**config.mk**
```make
export PLATFORM = sky130hd
export DESIGN_NAME = vx_hs_ram
export DESIGN_NICKNAME = d
export VERILOG_FILES = /design/src/rtl/vx_hs_ram_pkg.sv /design/src/rtl/vx_hs_ram_rspq.sv /design/src/rtl/vx_hs_ram.sv
export SDC_FILE = /design/constraint.sdc
export NUM_CORES = 2
export LEC_CHECK = 0
export BUFFER_PORTS_ARGS = -buffer_cell sky130_fd_sc_hd__buf_4
export CORE_ASPECT_RATIO = 0.7
export CORE_MARGIN = 3
export CORE_UTILIZATION = 35
export DETAILED_ROUTE_END_ITERATION = 8
export GPL_TIMING_DRIVEN = 0
export SLEW_MARGIN = 5
export SYNTH_ARGS = -nofsm -noshare
export SYNTH_HDL_FRONTEND = slang
export SYNTH_SLANG_ARGS = --single-unit
```
**constraint.sdc**
```tcl
create_clock -name clk -period 3.7 [get_ports clk]
set_input_delay 0.185 -clock clk [delete_from_list [all_inputs] [get_ports clk]]
set_output_delay 0.185 -clock clk [all_outputs]
set_load 0.02 [all_outputs]
```
**src/rtl/vx_hs_ram_pkg.sv**
```systemverilog
// Shared definitions for the handshaked RAM: FSM state encoding and the
// response credit depth derived from the output-register option.
package vx_hs_ram_pkg;

  localparam logic [0:0] ST_INIT = 1'b0;
  localparam logic [0:0] ST_RUN  = 1'b1;

  function automatic int calc_credits(input int out_reg);
    return 2 + out_reg;
  endfunction

endpackage

```
**src/rtl/vx_hs_ram_rspq.sv**
```systemverilog
// Response queue for the handshaked RAM: small FIFO whose head is bypassed
// from the input while empty, with registered empty/full flags.
module vx_hs_ram_rspq
  import vx_hs_ram_pkg::*;
#(
  parameter int DATAW = 32,
  parameter int DEPTH = 2
) (
  input  logic             clk,
  input  logic             reset_n,
  input  logic             push_valid_i,
  input  logic [DATAW-1:0] push_data_i,
  input  logic             pop_ready_i,
  output logic             rsp_valid_o,
  output logic [DATAW-1:0] rsp_data_o
);

  localparam int PTRW = (DEPTH > 1) ? $clog2(DEPTH) : 1;
  localparam int CNTW = $clog2(DEPTH + 1);
  localparam logic [PTRW-1:0] LAST_PTR = PTRW'(DEPTH - 1);
  localparam logic [CNTW-1:0] FULL_CNT = CNTW'(DEPTH);

  logic [DATAW-1:0] buf_q [DEPTH];
  logic [PTRW-1:0]  rd_q, rd_d;
  logic [PTRW-1:0]  wr_q, wr_d;
  logic [CNTW-1:0]  count_q, count_d;
  logic             empty_q, full_q;
  logic             push, pop;

  // An item arriving at an empty queue that is consumed immediately never gets stored.
  assign pop  = !empty_q && pop_ready_i;
  assign push = push_valid_i && !full_q && !(empty_q && pop_ready_i);

  assign rsp_valid_o = empty_q ? push_valid_i : 1'b1;
  assign rsp_data_o  = empty_q ? push_data_i : buf_q[rd_q];

  always_comb begin
    rd_d    = rd_q;
    wr_d    = wr_q;
    count_d = count_q;
    if (pop) begin
      rd_d = (rd_q == LAST_PTR) ? '0 : rd_q + 1'b1;
    end
    if (push) begin
      wr_d = (wr_q == LAST_PTR) ? '0 : wr_q + 1'b1;
    end
    if (push && !pop) begin
      count_d = count_q + 1'b1;
    end else if (!push && pop) begin
      count_d = count_q - 1'b1;
    end
  end

  always_ff @(posedge clk or negedge reset_n) begin
    if (!reset_n) begin
      rd_q    <= '0;
      wr_q    <= '0;
      count_q <= '0;
      empty_q <= 1'b1;
      full_q  <= 1'b0;
      for (int i = 0; i < DEPTH; i++) begin
        buf_q[i] <= '0;
      end
    end else begin
      rd_q    <= rd_d;
      wr_q    <= wr_d;
      count_q <= count_d;
      empty_q <= (count_d == '0);
      full_q  <= (count_d == FULL_CNT);
      if (push) begin
        buf_q[wr_q] <= push_data_i;
      end
    end
  end

endmodule

```
**src/rtl/vx_hs_ram.sv**
```systemverilog
// Handshaked single-port RAM with credit-limited in-order read responses,
// optional output register stage and a post-reset clear sweep.
module vx_hs_ram
  import vx_hs_ram_pkg::*;
#(
  parameter int               DATAW      = 32,
  parameter int               SIZE       = 64,
  parameter int               BYTEENW    = 4,
  parameter int               OUT_REG    = 0,
  parameter int               HW_INIT    = 1,
  parameter logic [DATAW-1:0] INIT_VALUE = '0,
  parameter int               ADDRW      = $clog2(SIZE)
) (
  input  logic               clk,
  input  logic               reset_n,
  input  logic               req_valid,
  input  logic               req_rw,
  input  logic [ADDRW-1:0]   req_addr,
  input  logic [BYTEENW-1:0] req_byteen,
  input  logic [DATAW-1:0]   req_data,
  output logic               req_ready,
  output logic               rsp_valid,
  output logic [DATAW-1:0]   rsp_data,
  input  logic               rsp_ready,
  output logic               init_done
);

  localparam int CREDITS = calc_credits(OUT_REG);
  localparam int CNTW    = $clog2(CREDITS + 1);
  localparam logic [CNTW-1:0]  CREDITS_C   = CNTW'(CREDITS);
  localparam logic [ADDRW-1:0] LAST_ADDR   = ADDRW'(SIZE - 1);
  localparam logic [0:0]       RESET_STATE = (HW_INIT != 0) ? ST_INIT : ST_RUN;

  logic [DATAW-1:0] mem [SIZE];

  logic [0:0]       state_q, state_d;
  logic [ADDRW-1:0] sweep_q, sweep_d;
  logic             init_done_q;
  logic [CNTW-1:0]  cnt_q, cnt_d;

  logic             req_fire, rd_fire, wr_fire, rsp_fire;
  logic             s0_valid_q;
  logic [DATAW-1:0] s0_data_q;
  logic             pipe_valid;
  logic [DATAW-1:0] pipe_data;

  // init_done_q lags the RUN transition by one cycle and gates all requests.
  assign req_ready = init_done_q && (cnt_q < CREDITS_C);
  assign init_done = init_done_q;

  assign req_fire = req_valid && req_ready;
  assign rd_fire  = req_fire && !req_rw;
  assign wr_fire  = req_fire && req_rw;
  assign rsp_fire = rsp_valid && rsp_ready;

  always_comb begin
    state_d = state_q;
    sweep_d = sweep_q;
    if (state_q == ST_INIT) begin
      sweep_d = sweep_q + 1'b1;
      if (sweep_q == LAST_ADDR) begin
        state_d = ST_RUN;
        sweep_d = '0;
      end
    end
  end

  always_comb begin
    cnt_d = cnt_q;
    if (rd_fire && !rsp_fire) begin
      cnt_d = cnt_q + 1'b1;
    end else if (!rd_fire && rsp_fire) begin
      cnt_d = cnt_q - 1'b1;
    end
  end

  always_ff @(posedge clk or negedge reset_n) begin
    if (!reset_n) begin
      state_q     <= RESET_STATE;
      sweep_q     <= '0;
      init_done_q <= 1'b0;
      cnt_q       <= '0;
    end else begin
      state_q     <= state_d;
      sweep_q     <= sweep_d;
      init_done_q <= (state_q == ST_RUN);
      cnt_q       <= cnt_d;
    end
  end

  if (BYTEENW > 1) begin : g_lanes
    always_ff @(posedge clk) begin
      if (state_q == ST_INIT) begin
        mem[sweep_q] <= INIT_VALUE;
      end else if (wr_fire) begin
        for (int i = 0; i < BYTEENW; i++) begin
          if (req_byteen[i]) begin
            mem[req_addr][i*8 +: 8] <= req_data[i*8 +: 8];
          end
        end
      end
    end
  end else begin : g_word
    always_ff @(posedge clk) begin
      if (state_q == ST_INIT) begin
        mem[sweep_q] <= INIT_VALUE;
      end else if (wr_fire && req_byteen[0]) begin
        mem[req_addr] <= req_data;
      end
    end
  end

  // The pipeline never stalls: credits bound in-flight reads to the queue depth.
  always_ff @(posedge clk or negedge reset_n) begin
    if (!reset_n) begin
      s0_valid_q <= 1'b0;
      s0_data_q  <= '0;
    end else begin
      s0_valid_q <= rd_fire;
      if (rd_fire) begin
        s0_data_q <= mem[req_addr];
      end
    end
  end

  if (OUT_REG != 0) begin : g_outreg
    logic             s1_valid_q;
    logic [DATAW-1:0] s1_data_q;

    always_ff @(posedge clk or negedge reset_n) begin
      if (!reset_n) begin
        s1_valid_q <= 1'b0;
        s1_data_q  <= '0;
      end else begin
        s1_valid_q <= s0_valid_q;
        if (s0_valid_q) begin
          s1_data_q <= s0_data_q;
        end
      end
    end

    assign pipe_valid = s1_valid_q;
    assign pipe_data  = s1_data_q;
  end else begin : g_noreg
    assign pipe_valid = s0_valid_q;
    assign pipe_data  = s0_data_q;
  end

  vx_hs_ram_rspq #(
    .DATAW (DATAW),
    .DEPTH (CREDITS)
  ) u_rspq (
    .clk          (clk),
    .reset_n      (reset_n),
    .push_valid_i (pipe_valid),
    .push_data_i  (pipe_data),
    .pop_ready_i  (rsp_ready),
    .rsp_valid_o  (rsp_valid),
    .rsp_data_o   (rsp_data)
  );

endmodule
```
After elaboration in Yosys (flattened, before gate mapping)
Memory sizes are Yosys's and may differ from the RTL's. A register that Yosys moved wholly into a read port is not among the register bits.
Index checks and enable logic that the tools add are counted.
{ "word_totals": {"regBits": 81, "ramBits": 2048, "output_inout_bits": 35, "word_cells": 91, "memories": 1, "inputBits": 47} }
{ "mem_list": {"columns": ["name", "words", "word_bits", "rd", "rd_clocked_by_memory_dff", "wr", "line", "source"], "rows": [
  ["mem", 64, 32, 1, 1, 1, "vx_hs_ram.sv:34", "logic [DATAW-1:0] mem [SIZE];"]
]} }
{ "classes": {"n_addsub": 7, "n_reduce_logical": 26, "n_eq_ne": 2, "bitwise": 2, "n_mux": 37, "magnitude_cmp": 4} }
{ "op_table": {"columns": ["op", "count"], "rows": [
  ["32-bit 2-to-1 mux", 6],
  ["64-bit bitwise mux", 1],
  ["32-bit demux with 1-bit select", 1],
  ["32-bit OR reduction", 1],
  ["1-bit 2-to-1 mux", 22],
  ["1-bit logical AND", 14],
  ["6-bit 2-to-1 mux", 2],
  ["1-bit zero test", 9],
  ["2-bit 2-to-1 mux", 4],
  ["6-bit by 1-bit adder with 6-bit output (second input constant)", 1],
  ["6-bit equality test (second input constant)", 1],
  ["2-bit by 1-bit adder with 2-bit output (second input constant)", 2],
  ["2-bit greater-or-equal comparator (second input constant)", 2],
  ["4-bit 2-to-1 mux", 1],
  ["1-bit NOT with 2-bit output", 2],
  ["2-bit by 1-bit subtractor with 2-bit output (second input constant)", 2],
  ["1-bit adder (second input constant)", 2],
  ["2-bit equality test (second input constant)", 1],
  ["2-bit zero test", 1],
  ["2-bit by 1-bit < comparator with 1-bit output (second input constant)", 1],
  ["2-bit < comparator (second input constant)", 1],
  ["2-bit nonzero test", 1]
]} }

Depth between registers and ports, before layout
{ "depth": {"ltp_word": 9, "depth_mapped": 11} }

By module
From an unflattened synthesis, not the netlist that was laid out.
{ "hier_totals": {"hier_cells": 4340, "hier_area_um2": 85029.0} }
{ "by_module_without_submodules": {"columns": ["mod", "cells_each", "n_inst", "seq_area_each_um2", "area_per_inst_um2"], "rows": [
  ["vx_hs_ram", 4076, 1, 62575.0, 81415.6],
  ["vx_hs_ram_rspq", 264, 1, 1752.9, 3613.5]
]} }

Worst setup path after synthesis
OpenSTA, ideal clock, no wires.
{ "synth_path": {"path_kind": "reg2reg", "startpoint": "register init_done_q, in the netlist init_done", "endpoint": "memory mem[0][10], data pin", "t_arrival_ns": 2.887, "required_ns": 3.333, "n_path_buf": 3, "slack_ns": 0.446, "path_stages_with_launch": 8, "synth_period_minus_slack_ns": 3.254, "setup_time_ns": 0.367, "cell_sequence": "dfrtp_1 nor2b_1 and3_1 and3_1 buf_2 buf_2 clkbuf_1 and2_1"} }
{ "synth_between": {"elab_chain_len": 8, "word_cells_on_any_way": 17} }
{ "synth_rtl": {"columns": ["item", "line", "source"], "rows": [
  ["start, declared", "vx_hs_ram.sv:38", "logic init_done_q;"],
  ["start signal, assigned", "vx_hs_ram.sv:86", "init_done_q <= (state_q == ST_RUN);"],
  ["1-bit logical AND (*)", "vx_hs_ram.sv:48", "assign req_ready = init_done_q && (cnt_q < CREDITS_C);"],
  ["via req_ready", "vx_hs_ram.sv:21", "output logic req_ready,"],
  ["1-bit logical AND (*)", "vx_hs_ram.sv:51", "assign req_fire = req_valid && req_ready;"],
  ["1-bit logical AND (*)", "vx_hs_ram.sv:53", "assign wr_fire = req_fire && req_rw;"],
  ["1-bit 2-to-1 mux", "vx_hs_ram.sv:95", "end else if (wr_fire) begin"],
  ["1-bit 2-to-1 mux", "vx_hs_ram.sv:93", "if (state_q == ST_INIT) begin"],
  ["1-bit 2-to-1 mux (not written as such)", "vx_hs_ram.sv:98", "mem[req_addr][i*8 +: 8] <= req_data[i*8 +: 8];"],
  ["32-bit OR reduction (no source line) (*)", null, null],
  ["32-bit 2-to-1 mux (no source line) (*)", null, null],
  ["end, declared", "vx_hs_ram.sv:34", null]
]} }
The timed path passes the listed nets; every way through them passes the cells marked *.

Worst setup path after layout
{ "layout_path": {"startpoint": "register init_done_q, in the netlist init_done", "endpoint": "memory mem[58][9] (enable)"} }
{ "layout_between": {"elab_chain_len": 8, "word_cells_on_any_way": 18} }
{ "layout_rtl": {"columns": ["item", "line"], "rows": [
  ["1-bit logical AND (*)", "vx_hs_ram.sv:48"],
  ["1-bit logical AND (*)", "vx_hs_ram.sv:51"],
  ["1-bit logical AND (*)", "vx_hs_ram.sv:53"],
  ["1-bit 2-to-1 mux", "vx_hs_ram.sv:95"],
  ["1-bit 2-to-1 mux", "vx_hs_ram.sv:93"],
  ["1-bit 2-to-1 mux (not written as such)", "vx_hs_ram.sv:98"],
  ["32-bit OR reduction (no source line)", null],
  ["6-bit 2-to-1 mux (no source line) / 4-bit 2-to-1 mux (equally long branches)", null]
]} }
Mark *: on every way between the ends. The rest lies on a longest branch, timed or not.

==> results_tabular.tex <==
\begin{tabular}{lr}
\hline
Metric & Value \\
\hline
\multicolumn{2}{l}{\textbf{Critical path}} \\
CP max stage cell & sky130\_fd\_sc\_hd\_\_nor2\_2 \\
Count of cells along the worst register-to-register path & 8 \\
Class of the most critical setup path & flop to flop \\
Critical path arrival & 4240 ps \\
Cell occurring most often along the worst timing path & sky130\_fd\_sc\_hd\_\_and3\_1 \\
Reg2Reg Setup Slack & -90 ps \\
Element type at the critical path end & flop \\
Startpoint types & flop \\
Cell-by-cell listing of the critical path & nor2b\_1 -> and3\_1 -> and3\_1 -> buf\_2 -> mux2i\_1 -> nand2\_1 -> buf\_4 -> nor2\_2 \\
Crit path max fanout & 10 \\
FF-to-FF End & mem[58][9]\$\_DFFE\_PP\_ \\
Reg-to-reg startpoint & init\_done\$\_DFF\_PN0\_ \\
Capturing element of the worst setup path & mem[58][9]\$\_DFFE\_PP\_ \\
Timing startpoint of the critical path & init\_done\$\_DFF\_PN0\_ \\
Max stage delay on crit path & 560 ps \\
Data required time at the worst endpoint & 4150 ps \\
\multicolumn{2}{l}{\textbf{Finish}} \\
Area added between synthesis and finish & 17.13\% \\
Area of all placed cells without fillers & 99280 um\^{}2 \\
Total Nets Final & 4803 \\
Share of cells above drive strength 1 & 0.2600 \\
\multicolumn{2}{l}{\textbf{Logic synthesis}} \\
Sequential cell area fraction in the yosys report & 0.7589 \\
Cells after Synth & 4339 \\
Cell taking the most area after synthesis & sky130\_fd\_sc\_hd\_\_edfxtp\_1 \\
Top cells by area in the synthesized netlist & sky130\_fd\_sc\_hd\_\_edfxtp\_1 (73\%), sky130\_fd\_sc\_hd\_\_mux4\_2 (8.5\%), sky130\_fd\_sc\_hd\_\_mux2i\_1 (5.8\%) \\
Yosys cell types & 47 \\
Number of flops mapped to enable cells by yosys & 2048 \\
Net count after synthesis & 4388 \\
Post-synthesis async set-or-reset flop share & 0.05229 \\
Top FF cell, synth & sky130\_fd\_sc\_hd\_\_edfxtp\_1 \\
Avg Synthesized Cell Area & 19.53 um\^{}2 \\
Fraction of post-synthesis cell area in the top cell type by area & 0.7256 \\
Number of synthesized register bits & 2161 \\
Post-synthesis instance area & 84760 um\^{}2 \\
Yosys warning count & 0 \\
\multicolumn{2}{l}{\textbf{Power}} \\
Reported leakage power & 27.39 nW \\
Largest voltage drop on the vdd net & 0.3959 mV \\
P per Cell Area & 490.0 nW/um\^{}2 \\
\multicolumn{2}{l}{\textbf{Die}} \\
Row Count & 150 \\
Floorplan core area & 239900 um\^{}2 \\
Die footprint & 248200 um\^{}2 \\
Count of pins on the block boundary & 82 \\
Die span in y & 417.7 um \\
Die W & 594.2 um \\
Effective utilization at floorplan & 0.3534 \\
\multicolumn{2}{l}{\textbf{Placed design}} \\
Gpl congestion & 0.8934 \\
Detail Placement HPWL & 169900 um \\
Post-placement cell area & 90090 um\^{}2 \\
Count of buffers inserted at the top-level ports & 78 \\
\multicolumn{2}{l}{\textbf{Drt}} \\
First-pass iteration count of the detailed router & 5 \\
Aggregate routed wire length & 238100 um \\
DRT antenna net count & 0 \\
WL per Instance & 29.37 um \\
Vias per cell & 5.577 \\
Detailed router's first-iteration violation count & 6223 \\
Total via count in the routed design & 45220 \\
\# DRC & 0 \\
\multicolumn{2}{l}{\textbf{Timing}} \\
RSZ-0062 raised after global routing & yes \\
Pin slew with the least headroom to its limit & 1303 ps \\
Pins over their slew limit & 0 \\
Hold Violations, Final & 0 \\
Tcrit/Tclk final & 1.026 \\
Min Tclk post-route & 3794 ps \\
Final clock skew & 41.59 ps \\
Headroom to the max-slew limit & 0.1310 \\
Highest clock rate & 263.5 MHz \\
Slack of the critical path & -94.40 ps \\
Count of final setup violators & 118 \\
Summed negative setup slack over all endpoints & -4194 ps \\
\multicolumn{2}{l}{\textbf{Clock tree}} \\
Number of buffers on the longest clock path & 4 \\
Clk sinks & 2161 \\
Root Buffer & sky130\_fd\_sc\_hd\_\_clkbuf\_16 \\
Clock edge transition at the registers on the reported setup and hold paths & 60 ps \\
TritonCTS clock tree & done \\
H-tree lvl count & 4 \\
Total CTS buffers & 199 \\
Clock network latency to the later pin of the worst-skew pair & 850 ps \\
\multicolumn{2}{l}{\textbf{Run status}} \\
Run status & finished with violations \\
Failing checks & negative setup slack \\
\multicolumn{2}{l}{\textbf{Global route}} \\
Aggregate global routing overflow & 0 \\
Initial antenna violation count & 4 \\
Wire length of the first global-routing pass & 332200 um \\
GRT Util Overall & 0.1877 \\
Via count of the first global-routing pass & 43800 \\
Pin count of the biggest net entering global routing & 88 \\
\multicolumn{2}{l}{\textbf{Job}} \\
Reported max-cap violation count & 0 \\
\multicolumn{2}{l}{\textbf{Hold path}} \\
Worst Hold Launch & req\_addr[3] \\
Worst min-delay path class & primary input to flop \\
\hline
\end{tabular}
## critical path: cells and delay by family (launching register included)
family / cells / cell delay [ps]
AND/OR/NAND/NOR: 5 / 1930
buffers and inverters: 2 / 740
flip-flops: 1 / 420
multiplexers: 1 / 300
## synth_stat cells (2+ instances only)
library cell and n:
sky130_fd_sc_hd__o31ai_1 2, sky130_fd_sc_hd__nor2_1 265, sky130_fd_sc_hd__a31oi_1 32, sky130_fd_sc_hd__a22o_1 32, sky130_fd_sc_hd__buf_6 10, sky130_fd_sc_hd__a22oi_1 160
sky130_fd_sc_hd__buf_4 2, sky130_fd_sc_hd__o21ai_0 65, sky130_fd_sc_hd__nand3b_1 6, sky130_fd_sc_hd__buf_1 19, sky130_fd_sc_hd__xor2_1 5, sky130_fd_sc_hd__nand3_1 36
sky130_fd_sc_hd__mux2_2 32, sky130_fd_sc_hd__mux2_1 69, sky130_fd_sc_hd__nor3_1 2, sky130_fd_sc_hd__clkbuf_1 124, sky130_fd_sc_hd__a211oi_1 65, sky130_fd_sc_hd__edfxtp_1 2048
sky130_fd_sc_hd__dfrtp_1 112, sky130_fd_sc_hd__o211ai_1 32, sky130_fd_sc_hd__mux4_2 320, sky130_fd_sc_hd__nor2b_1 38, sky130_fd_sc_hd__buf_12 5, sky130_fd_sc_hd__nand2_1 93
sky130_fd_sc_hd__a221o_1 32, sky130_fd_sc_hd__nor3b_1 2, sky130_fd_sc_hd__mux2i_1 490, sky130_fd_sc_hd__and3_1 2, sky130_fd_sc_hd__a2111oi_0 32, sky130_fd_sc_hd__and2_1 34
sky130_fd_sc_hd__buf_2 113, sky130_fd_sc_hd__ha_1 2, sky130_fd_sc_hd__xnor2_1 5, sky130_fd_sc_hd__nand2b_1 9, sky130_fd_sc_hd__o22ai_1 32
## worst min-delay path by stage
stage / end / slack (ps) / cells past startpoint
4_1_cts: mem[61][18]$_DFFE_PP_ / 10 / 2
3_5_place_dp: u_rspq.buf_q[18]$_DFFE_PN0P_ / 70 / 1
5_1_grt: pipe_data[31]$_DFFE_PN0P_ / 80 / 3
6_report: pipe_data[31]$_DFFE_PN0P_ / 100 / 3
2_1_floorplan: cnt_q[0]$_DFFE_PN0P_ / -110 / 0
3_3_place_gp: u_rspq.count_q[1]$_DFF_PN0_ / 460 / 1
## power by group
group / internal, W / switching [W]
logic: 0.000575 / 0.00130
clock network: 0.0114 / 0.00897
registers: 0.0264 / 0.0000584
total: 0.0383 / 0.0103
## logic make-up (layout without fill, tap and decap cells)
logic type               Yosys count  in the layout  synth area share
AND/OR/NAND/NOR                  493            493           0.02545
other                              0              5                 0
buffers and inverters            275            847           0.01578
XOR/XNOR                          10             10          0.001033
flip-flops                      2161           2161            0.7589
multiplexers                     911            911            0.1563
AO/OA/AOI/OAI                    487            487           0.04219
adder cells (fa/ha/maj)            2              2         0.0002952
## registers in the layout, summed over array words and instances, names as in the netlist
register,count
cnt_q,2
init_done,1
mem,2048
pipe_data,32
pipe_valid,1
state_q,1
sweep_q,6
u_rspq.buf_q,64
u_rspq.count_q,2
u_rspq.empty_q,1
u_rspq.full_q,1
u_rspq.rd_q,1
u_rspq.wr_q,1
## metal layers
metal  wire (um)  up-vias  track usage
li1            -    18610            -
met1      109800    24030       0.2976
met2       95970     2298       0.2509
met3       27060      284      0.05374
met4        5250        0      0.04200
met5           0        -            0
## timing repair
| action | 4_1_cts | 5_1_grt |
|---|---|---|
| hold buffers | 25 | 10 |
| gates resized for setup | 415 | 135 |
| setup buffers | 61 | 9 |
| pin swaps | 43 | 4 |
| endpoints found under the hold margin | 433 | 281 |
| endpoints found under the setup margin | 3256 | 1726 |
## metrics by stage
step	hold slack, ps	power, W	worst slack, ps	cells	utilization
5_1_grt	83.86	0.04995	-86.30	8103	0.4139
4_1_cts	9.989	0.04880	-299.1	8084	0.4109
3_3_place_gp	457.5	0.02874	-1955	7609	0.3725
3_5_place_dp	69.05	0.02877	-1765	7642	0.3756
2_1_floorplan	-110.6	0.02795	445.7	4339	-
6_report	96.26	0.04865	-94.40	8108	0.4139
## cell usage in the layout (no fill, tap or decap), types with 35 or more instances in the layout
| cell type | synthesis | layout |
|---|---|---|
| sky130_fd_sc_hd__edfxtp_1 | 2048 | 2048 |
| sky130_fd_sc_hd__mux2i_1 | 490 | 483 |
| sky130_fd_sc_hd__mux4_2 | 320 | 320 |
| sky130_fd_sc_hd__clkbuf_16 | 0 | 205 |
| sky130_fd_sc_hd__nor2_4 | 0 | 191 |
| sky130_fd_sc_hd__a22oi_1 | 160 | 160 |
| sky130_fd_sc_hd__buf_4 | 2 | 152 |
| sky130_fd_sc_hd__clkbuf_1 | 124 | 135 |
| sky130_fd_sc_hd__dfrtp_1 | 112 | 112 |
| sky130_fd_sc_hd__buf_2 | 113 | 100 |
| sky130_fd_sc_hd__mux2_1 | 69 | 69 |
| sky130_fd_sc_hd__nand2_1 | 93 | 65 |
| sky130_fd_sc_hd__a211oi_1 | 65 | 65 |
| sky130_fd_sc_hd__o21ai_0 | 65 | 54 |
| sky130_fd_sc_hd__clkinv_2 | 0 | 48 |
| sky130_fd_sc_hd__buf_12 | 5 | 43 |
| sky130_fd_sc_hd__clkinv_1 | 1 | 41 |
| sky130_fd_sc_hd__nor2_2 | 1 | 40 |
| sky130_fd_sc_hd__nor2b_1 | 38 | 38 |
| sky130_fd_sc_hd__nand3_1 | 36 | 36 |
| sky130_fd_sc_hd__nor2_1 | 265 | 35 |
## cell type report
type	count	area, um^2
fillers	20990	140600
flip-flops and latches	2161	64330
multi-input cells	1903	20890
clock buffers	239	5358
well taps	3192	3994
repair buffers	216	2286
plain buffers	271	1420
clock inverters	119	984.7
diodes	5	12.51
inverters	2	7.507
Power figures use the tool's default switching activity.
